`config.mk`:
```
export PLATFORM = sky130hd
export DESIGN_NAME = instr_encoder
export DESIGN_NICKNAME = d
export VERILOG_FILES = /design/src/rtl/instr_encoder_pkg.sv /design/src/rtl/instr_enc_fifo2.sv /design/src/rtl/instr_encoder.sv
export SDC_FILE = /design/constraint.sdc
export NUM_CORES = 1
export LEC_CHECK = 0
export CORE_MARGIN = 2
export CORE_UTILIZATION = 59
export CTS_CLUSTER_DIAMETER = 50
export DETAILED_ROUTE_END_ITERATION = 10
export HOLD_SLACK_MARGIN = 0.05
export PLACE_DENSITY = 0.88
export SKIP_LAST_GASP = 1
export SLEW_MARGIN = 25
export SYNTH_ARGS = -nofsm -noshare
export SYNTH_HDL_FRONTEND = slang
export SYNTH_SLANG_ARGS = --single-unit
```
`constraint.sdc`:
```
create_clock -name clk_i -period 12.9 [get_ports clk_i]
set_input_delay 1.29 -clock clk_i [delete_from_list [all_inputs] [get_ports clk_i]]
set_output_delay 1.29 -clock clk_i [all_outputs]
set_load 0.01 [all_outputs]
```
`src/rtl/instr_encoder_pkg.sv`:
```
// instr_encoder_pkg: shared definitions for the RV32 subset instruction encoder.
// Holds the operation codes accepted on op_i, base opcodes, funct3/funct7 values,
// the canonical NOP word and the encoder result record.
package instr_encoder_pkg;

  typedef enum logic [3:0] {
    OP_ADD  = 4'd0,
    OP_SUB  = 4'd1,
    OP_AND  = 4'd2,
    OP_OR   = 4'd3,
    OP_MUL  = 4'd4,
    OP_ADDI = 4'd5,
    OP_LW   = 4'd6,
    OP_SW   = 4'd7,
    OP_BEQ  = 4'd8
  } op_e;

  localparam logic [6:0] OPC_RTYPE  = 7'b0110011;
  localparam logic [6:0] OPC_IMM    = 7'b0010011;
  localparam logic [6:0] OPC_LOAD   = 7'b0000011;
  localparam logic [6:0] OPC_STORE  = 7'b0100011;
  localparam logic [6:0] OPC_BRANCH = 7'b1100011;

  localparam logic [2:0] F3_ADD  = 3'b000;
  localparam logic [2:0] F3_AND  = 3'b111;
  localparam logic [2:0] F3_OR   = 3'b110;
  localparam logic [2:0] F3_WORD = 3'b010;
  localparam logic [2:0] F3_BEQ  = 3'b000;

  localparam logic [6:0] F7_BASE = 7'b0000000;
  localparam logic [6:0] F7_SUB  = 7'b0100000;
  localparam logic [6:0] F7_MUL  = 7'b0000001;

  localparam logic [31:0] NOP_INSTR = 32'h00000013;

  // Encoder result: the instruction word plus a flag for rejected field sets.
  typedef struct packed {
    logic [31:0] instr;
    logic        bad;
  } enc_t;

endpackage

```
`src/rtl/instr_enc_fifo2.sv`:
```
// instr_enc_fifo2: 2-entry output buffer of {instr, addr} with valid/ready on both sides.
// Ports: clk/rst (async, active-high), clear (sync flush), in_valid/in_ready/in_instr/in_addr
// on the write side, out_valid/out_ready/out_instr/out_addr (head entry) on the read side.
module instr_enc_fifo2 #(
  parameter int unsigned          ADDR_W   = 32,
  parameter logic [ADDR_W-1:0]    RST_ADDR = '0
) (
  input  logic              clk,
  input  logic              rst,
  input  logic              clear,
  input  logic              in_valid,
  output logic              in_ready,
  input  logic [31:0]       in_instr,
  input  logic [ADDR_W-1:0] in_addr,
  output logic              out_valid,
  input  logic              out_ready,
  output logic [31:0]       out_instr,
  output logic [ADDR_W-1:0] out_addr
);

  // Entry 0 is always the head; entry 1 shifts down on pop.
  logic [1:0]        count_q;
  logic [31:0]       instr0_q, instr1_q;
  logic [ADDR_W-1:0] addr0_q, addr1_q;
  logic              push, pop;

  // Ready depends only on occupancy, so a full buffer never takes a push even
  // while it is being popped.
  assign in_ready  = (count_q != 2'd2);
  assign out_valid = (count_q != 2'd0);
  assign push      = in_valid & in_ready;
  assign pop       = out_valid & out_ready;

  assign out_instr = instr0_q;
  assign out_addr  = addr0_q;

  always_ff @(posedge clk or posedge rst) begin
    if (rst) begin
      count_q  <= 2'd0;
      instr0_q <= 32'd0;
      instr1_q <= 32'd0;
      addr0_q  <= RST_ADDR;
      addr1_q  <= RST_ADDR;
    end else if (clear) begin
      count_q  <= 2'd0;
      instr0_q <= 32'd0;
      addr0_q  <= RST_ADDR;
    end else begin
      case ({push, pop})
        2'b10: begin
          if (count_q == 2'd0) begin
            instr0_q <= in_instr;
            addr0_q  <= in_addr;
          end else begin
            instr1_q <= in_instr;
            addr1_q  <= in_addr;
          end
          count_q <= count_q + 2'd1;
        end
        2'b01: begin
          instr0_q <= instr1_q;
          addr0_q  <= addr1_q;
          count_q  <= count_q - 2'd1;
        end
        // Push and pop together only happens with one entry: replace the head.
        2'b11: begin
          instr0_q <= in_instr;
          addr0_q  <= in_addr;
        end
        default: ;
      endcase
    end
  end

endmodule

```
`src/rtl/instr_encoder.sv`:
```
// instr_encoder: packs op/rd/rs1/rs2/imm into RV32 instruction words, tagged with byte addresses.
// Ports: clk_i, rst_i (async high), clear_i; in_valid_i/in_ready_o + op_i/rd_i/rs1_i/rs2_i/imm_i in;
// out_valid_o/out_ready_i + instr_o/addr_o out; err_o sticky illegal flag. Option macro: INSTR_ENC_X0_GUARD_EN.
module instr_encoder
  import instr_encoder_pkg::*;
#(
  parameter int unsigned       ADDR_W    = 32,
  parameter logic [ADDR_W-1:0] BASE_ADDR = '0
) (
  input  logic              clk_i,
  input  logic              rst_i,
  input  logic              clear_i,
  input  logic              in_valid_i,
  output logic              in_ready_o,
  input  logic [3:0]        op_i,
  input  logic [4:0]        rd_i,
  input  logic [4:0]        rs1_i,
  input  logic [4:0]        rs2_i,
  input  logic [11:0]       imm_i,
  output logic              out_valid_o,
  input  logic              out_ready_i,
  output logic [31:0]       instr_o,
  output logic [ADDR_W-1:0] addr_o,
  output logic              err_o
);

  function automatic enc_t encode(input logic [3:0] op, input logic [4:0] rd,
                                  input logic [4:0] rs1, input logic [4:0] rs2,
                                  input logic [11:0] imm);
    enc_t r;
    r.instr = NOP_INSTR;
    r.bad   = 1'b0;
    case (op)
      OP_ADD:  r.instr = {F7_BASE, rs2, rs1, F3_ADD, rd, OPC_RTYPE};
      OP_SUB:  r.instr = {F7_SUB,  rs2, rs1, F3_ADD, rd, OPC_RTYPE};
      OP_AND:  r.instr = {F7_BASE, rs2, rs1, F3_AND, rd, OPC_RTYPE};
      OP_OR:   r.instr = {F7_BASE, rs2, rs1, F3_OR,  rd, OPC_RTYPE};
      OP_MUL:  r.instr = {F7_MUL,  rs2, rs1, F3_ADD, rd, OPC_RTYPE};
      OP_ADDI: r.instr = {imm, rs1, F3_ADD, rd, OPC_IMM};
      OP_LW:   r.instr = {imm, rs1, F3_WORD, rd, OPC_LOAD};
      OP_SW:   r.instr = {imm[11:5], rs2, rs1, F3_WORD, imm[4:0], OPC_STORE};
      // imm holds the branch offset already shifted right by one.
      OP_BEQ:  r.instr = {imm[11], imm[9:4], rs2, rs1, F3_BEQ, imm[3:0], imm[10], OPC_BRANCH};
      default: begin
        r.instr = NOP_INSTR;
        r.bad   = 1'b1;
      end
    endcase
`ifdef INSTR_ENC_X0_GUARD_EN
    // Writes to x0 are almost certainly a program-builder mistake; flag them.
    if (rd == 5'd0 && (op inside {OP_ADD, OP_SUB, OP_AND, OP_OR, OP_MUL, OP_ADDI, OP_LW})) begin
      r.instr = NOP_INSTR;
      r.bad   = 1'b1;
    end
`endif
    return r;
  endfunction

  enc_t              enc;
  logic              push;
  logic [ADDR_W-1:0] addr_q;
  logic              err_q;

  assign enc  = encode(op_i, rd_i, rs1_i, rs2_i, imm_i);
  // clear_i wins: a push presented in the clear cycle is dropped everywhere.
  assign push = in_valid_i & in_ready_o & ~clear_i;

  always_ff @(posedge clk_i or posedge rst_i) begin
    if (rst_i) begin
      addr_q <= BASE_ADDR;
      err_q  <= 1'b0;
    end else if (clear_i) begin
      addr_q <= BASE_ADDR;
      err_q  <= 1'b0;
    end else if (push) begin
      addr_q <= addr_q + ADDR_W'(4);
      if (enc.bad) err_q <= 1'b1;
    end
  end

  assign err_o = err_q;

  instr_enc_fifo2 #(
    .ADDR_W   (ADDR_W),
    .RST_ADDR (BASE_ADDR)
  ) u_fifo (
    .clk       (clk_i),
    .rst       (rst_i),
    .clear     (clear_i),
    .in_valid  (in_valid_i),
    .in_ready  (in_ready_o),
    .in_instr  (enc.instr),
    .in_addr   (addr_q),
    .out_valid (out_valid_o),
    .out_ready (out_ready_i),
    .out_instr (instr_o),
    .out_addr  (addr_o)
  );

endmodule

```
==> metrics.cfg <==
[outcome]
outcome=finished clean

[floorplan]
fp.coreArea_sq_mm=0.0120
die_h_um=115
io_pins=103
start_util_pct=60.4
die-area_sq_mm=0.0132
rows=40
die_w_um=115

[drt]
drtIter0Drc=562
via_count=5983
via_per_inst=6.00
wire_per_inst_um=17.5
drt_wl_total_mm=17.5
drc=0
ant_nets=0
first_pass_iters=6

[critical_path]
cp-start-kind=primary input
crit_start=in_valid_i
r2r-start=u_fifo.count_q[0]$_DFFE_PP0P_
cp.required_ps=13190
crit_fanout=37
arrival_ps=3810
crit_type=in -> reg
r2r_cells=5
crit_path_end_kind=flop

[yosys]
synth-simple-area-share_pct=21.2
synth-compound-area-share_pct=12.8
synth.top_cell.area_share_pct=52.4
synthMuxAreaShare_pct=4.98
ys.flop_type=dfrtp_1
synth_common_cells=nand2_1 (200), dfrtp_1 (152), nor2_1 (59)
synth_enable_flop_cells=0
yosysMostFrequentCell=nand2_1
synth_top_family_by_area=simple AND/OR/NAND/NOR gates
synthCells=769
mappedNetlistArea_sq_mm=0.00725
ys_ff_latch=152
ys_top_cells_by_area=dfrtp_1 (52%), nand2_1 (10%), mux2i_1 (4.8%)
synth_area_per_cell_sq_um=9.43
ys_async_sr_fraction_pct=100
yosys.area.top_type=dfrtp_1
synthAdderAreaFrac_pct=0.172
yosysSeqAreaShare_pct=52.4
synth_cell_type_count=56
ys_warn_count=0
synthXorXnorAreaFrac_pct=3.48

[global_route]
grt_pass1_vias=5854
grt_max_degree=85
gr-total-overflow=0
grt_usage_pct=28.2
antenna_found_initial=0
grt_pass1_wl_mm=29.1

[power]
p_leak_nw=3.98
p_int_uw=897
irDropWorstVdd_mv=0.0865
power.share.combinational_pct=11.4
clkPwrFrac_pct=44.3
powerDensity_mw_per_mm2=134
p_sw_share_pct=24.2
seq_power_share_pct=44.3
power_mw=1.18
netSwitchingPower_uw=286

[cells_and_area]
fin_util_pct=73.6
diodes=0
layout-drive-gt1-share_pct=7.18
fin_nets=874
area_delta_synth_final_pct=21.9

[clocking]
cts_root_buf=clkbuf_16
cts.path.max_buffers=2
post_cts_resize_count=0
numClockSinks=152
htreeDepth=4
cts_hold_buffers=0
insertion_delay_ps=420
clk_pin_slew_ps=60
cts_tree=yes
cts-buffers-inserted=17
postCtsSetupBuffers=0

[run]
maxCapViolCount=0

[place]
place_congestion=0.793
dp_hpwl_mm=11.1
io_buffer_count=100

[sta]
final-setup-viol-count=0
post-route-period-util_pct=27.3
fin_worst_skew_ps=7.23
max_freq_mhz=284
slew_violations=0
setup_tns_ps=0
slew_headroom_pct=43.7
worstMarginPinSlew_ps=845
rsz0062_at_grt=false
min_period_ps=3520
hold_viol_final=0

[worst_hold_path]
worstHoldStart=u_fifo.out_instr[24]$_DFFE_PP0P_
whs_path_depth=2
hold_class=reg -> reg

## flip-flops by register name (all words and copies together) (netlist names)
register and cells:
u_fifo.out_addr 31, addr_q 30, u_fifo.addr1_q 30, u_fifo.instr1_q 29, u_fifo.out_instr 29, u_fifo.count_q 2
err_o 1
## metal layers
metal,share of wire [%],vias up,track usage (%)
met5,0,-,0
met1,42,2950,37.1
met2,49,250,46.7
met4,2.1,0,9.56
li1,-,2749,-
met3,6.7,34,6.27
## cell usage in the layout (no fill, tap or decap), types with 8 or more instances in the layout
cell type | netlist | routed
inv_1 | 9 | 8
clkbuf_16 | 0 | 17
xor2_1 | 24 | 24
nand3_1 | 11 | 10
a211oi_1 | 8 | 8
clkdlybuf4s50_1 | 0 | 99
o21ai_1 | 32 | 32
mux2i_1 | 35 | 35
nor2_1 | 59 | 59
o21ai_0 | 40 | 40
nand2_1 | 200 | 200
and2_1 | 12 | 12
nand4_1 | 19 | 19
dfrtp_1 | 152 | 152
a21oi_1 | 22 | 22
## cell families (layout without fill, tap and decap cells)
group	count (synthesis)	in the layout
buffers and inverters	68	148
AND/OR/NAND/NOR	338	338
flip-flops	152	152
AO/OA/AOI/OAI	145	145
adder cells (fa/ha/maj)	1	1
other	1	2
XOR/XNOR	28	28
multiplexers	36	36
## power groups by stage
stage,clock (mW),sequential [mW],combinational (mW)
after detailed placement,0,0.532,0.132
after global routing,0.549,0.527,0.147
after floorplan,0,0.531,0.0797
final,0.524,0.524,0.135
after CTS,0.527,0.524,0.134
after global placement,0,0.530,0.125
## path summary, 6_finish.rpt
kind                                                         end  slack [ps]
worst max-delay path            u_fifo.out_instr[22]$_DFFE_PP0P_        9380
worst min-delay path            u_fifo.out_instr[24]$_DFFE_PP0P_         480
worst max register to register  u_fifo.out_instr[22]$_DFFE_PP0P_       10270
worst min register to register  u_fifo.out_instr[24]$_DFFE_PP0P_         480
max in group asynchronous                 addr_q[10]$_DFFE_PP0P_       10200
min in group asynchronous       u_fifo.out_instr[19]$_DFFE_PP0P_        1370
## through the flow
stage | hold WS, ps | std cells | worst slack (ps) | area (sq um)
after floorplan | 435 | 770 | 7520 | 7260
after global placement | 454 | 964 | 9160 | 8180
after detailed placement | 462 | 965 | 8930 | 8210
after CTS | 477 | 997 | 9300 | 8840
after global routing | 492 | 997 | 9290 | 8840
final | 476 | 997 | 9380 | 8840
## critical path, stage by stage
cell and delay (ps):
clkdlybuf4s50_1 550, nand2_1 260, and3_2 600, buf_4 530, a211oi_1 130, o41ai_1 400
## area by class of cell
| class | count | area, sq um |
|---|---|---|
| clock buffer | 26 | 519 |
| clock inverter | 6 | 110 |
| fill | 830 | 3170 |
| inverter | 9 | 38.8 |
| multi-input combinational | 550 | 3130 |
| sequential | 152 | 3800 |
| tap | 147 | 184 |
| timing repair buffer | 107 | 1060 |
Power figures use the tool's default switching activity.
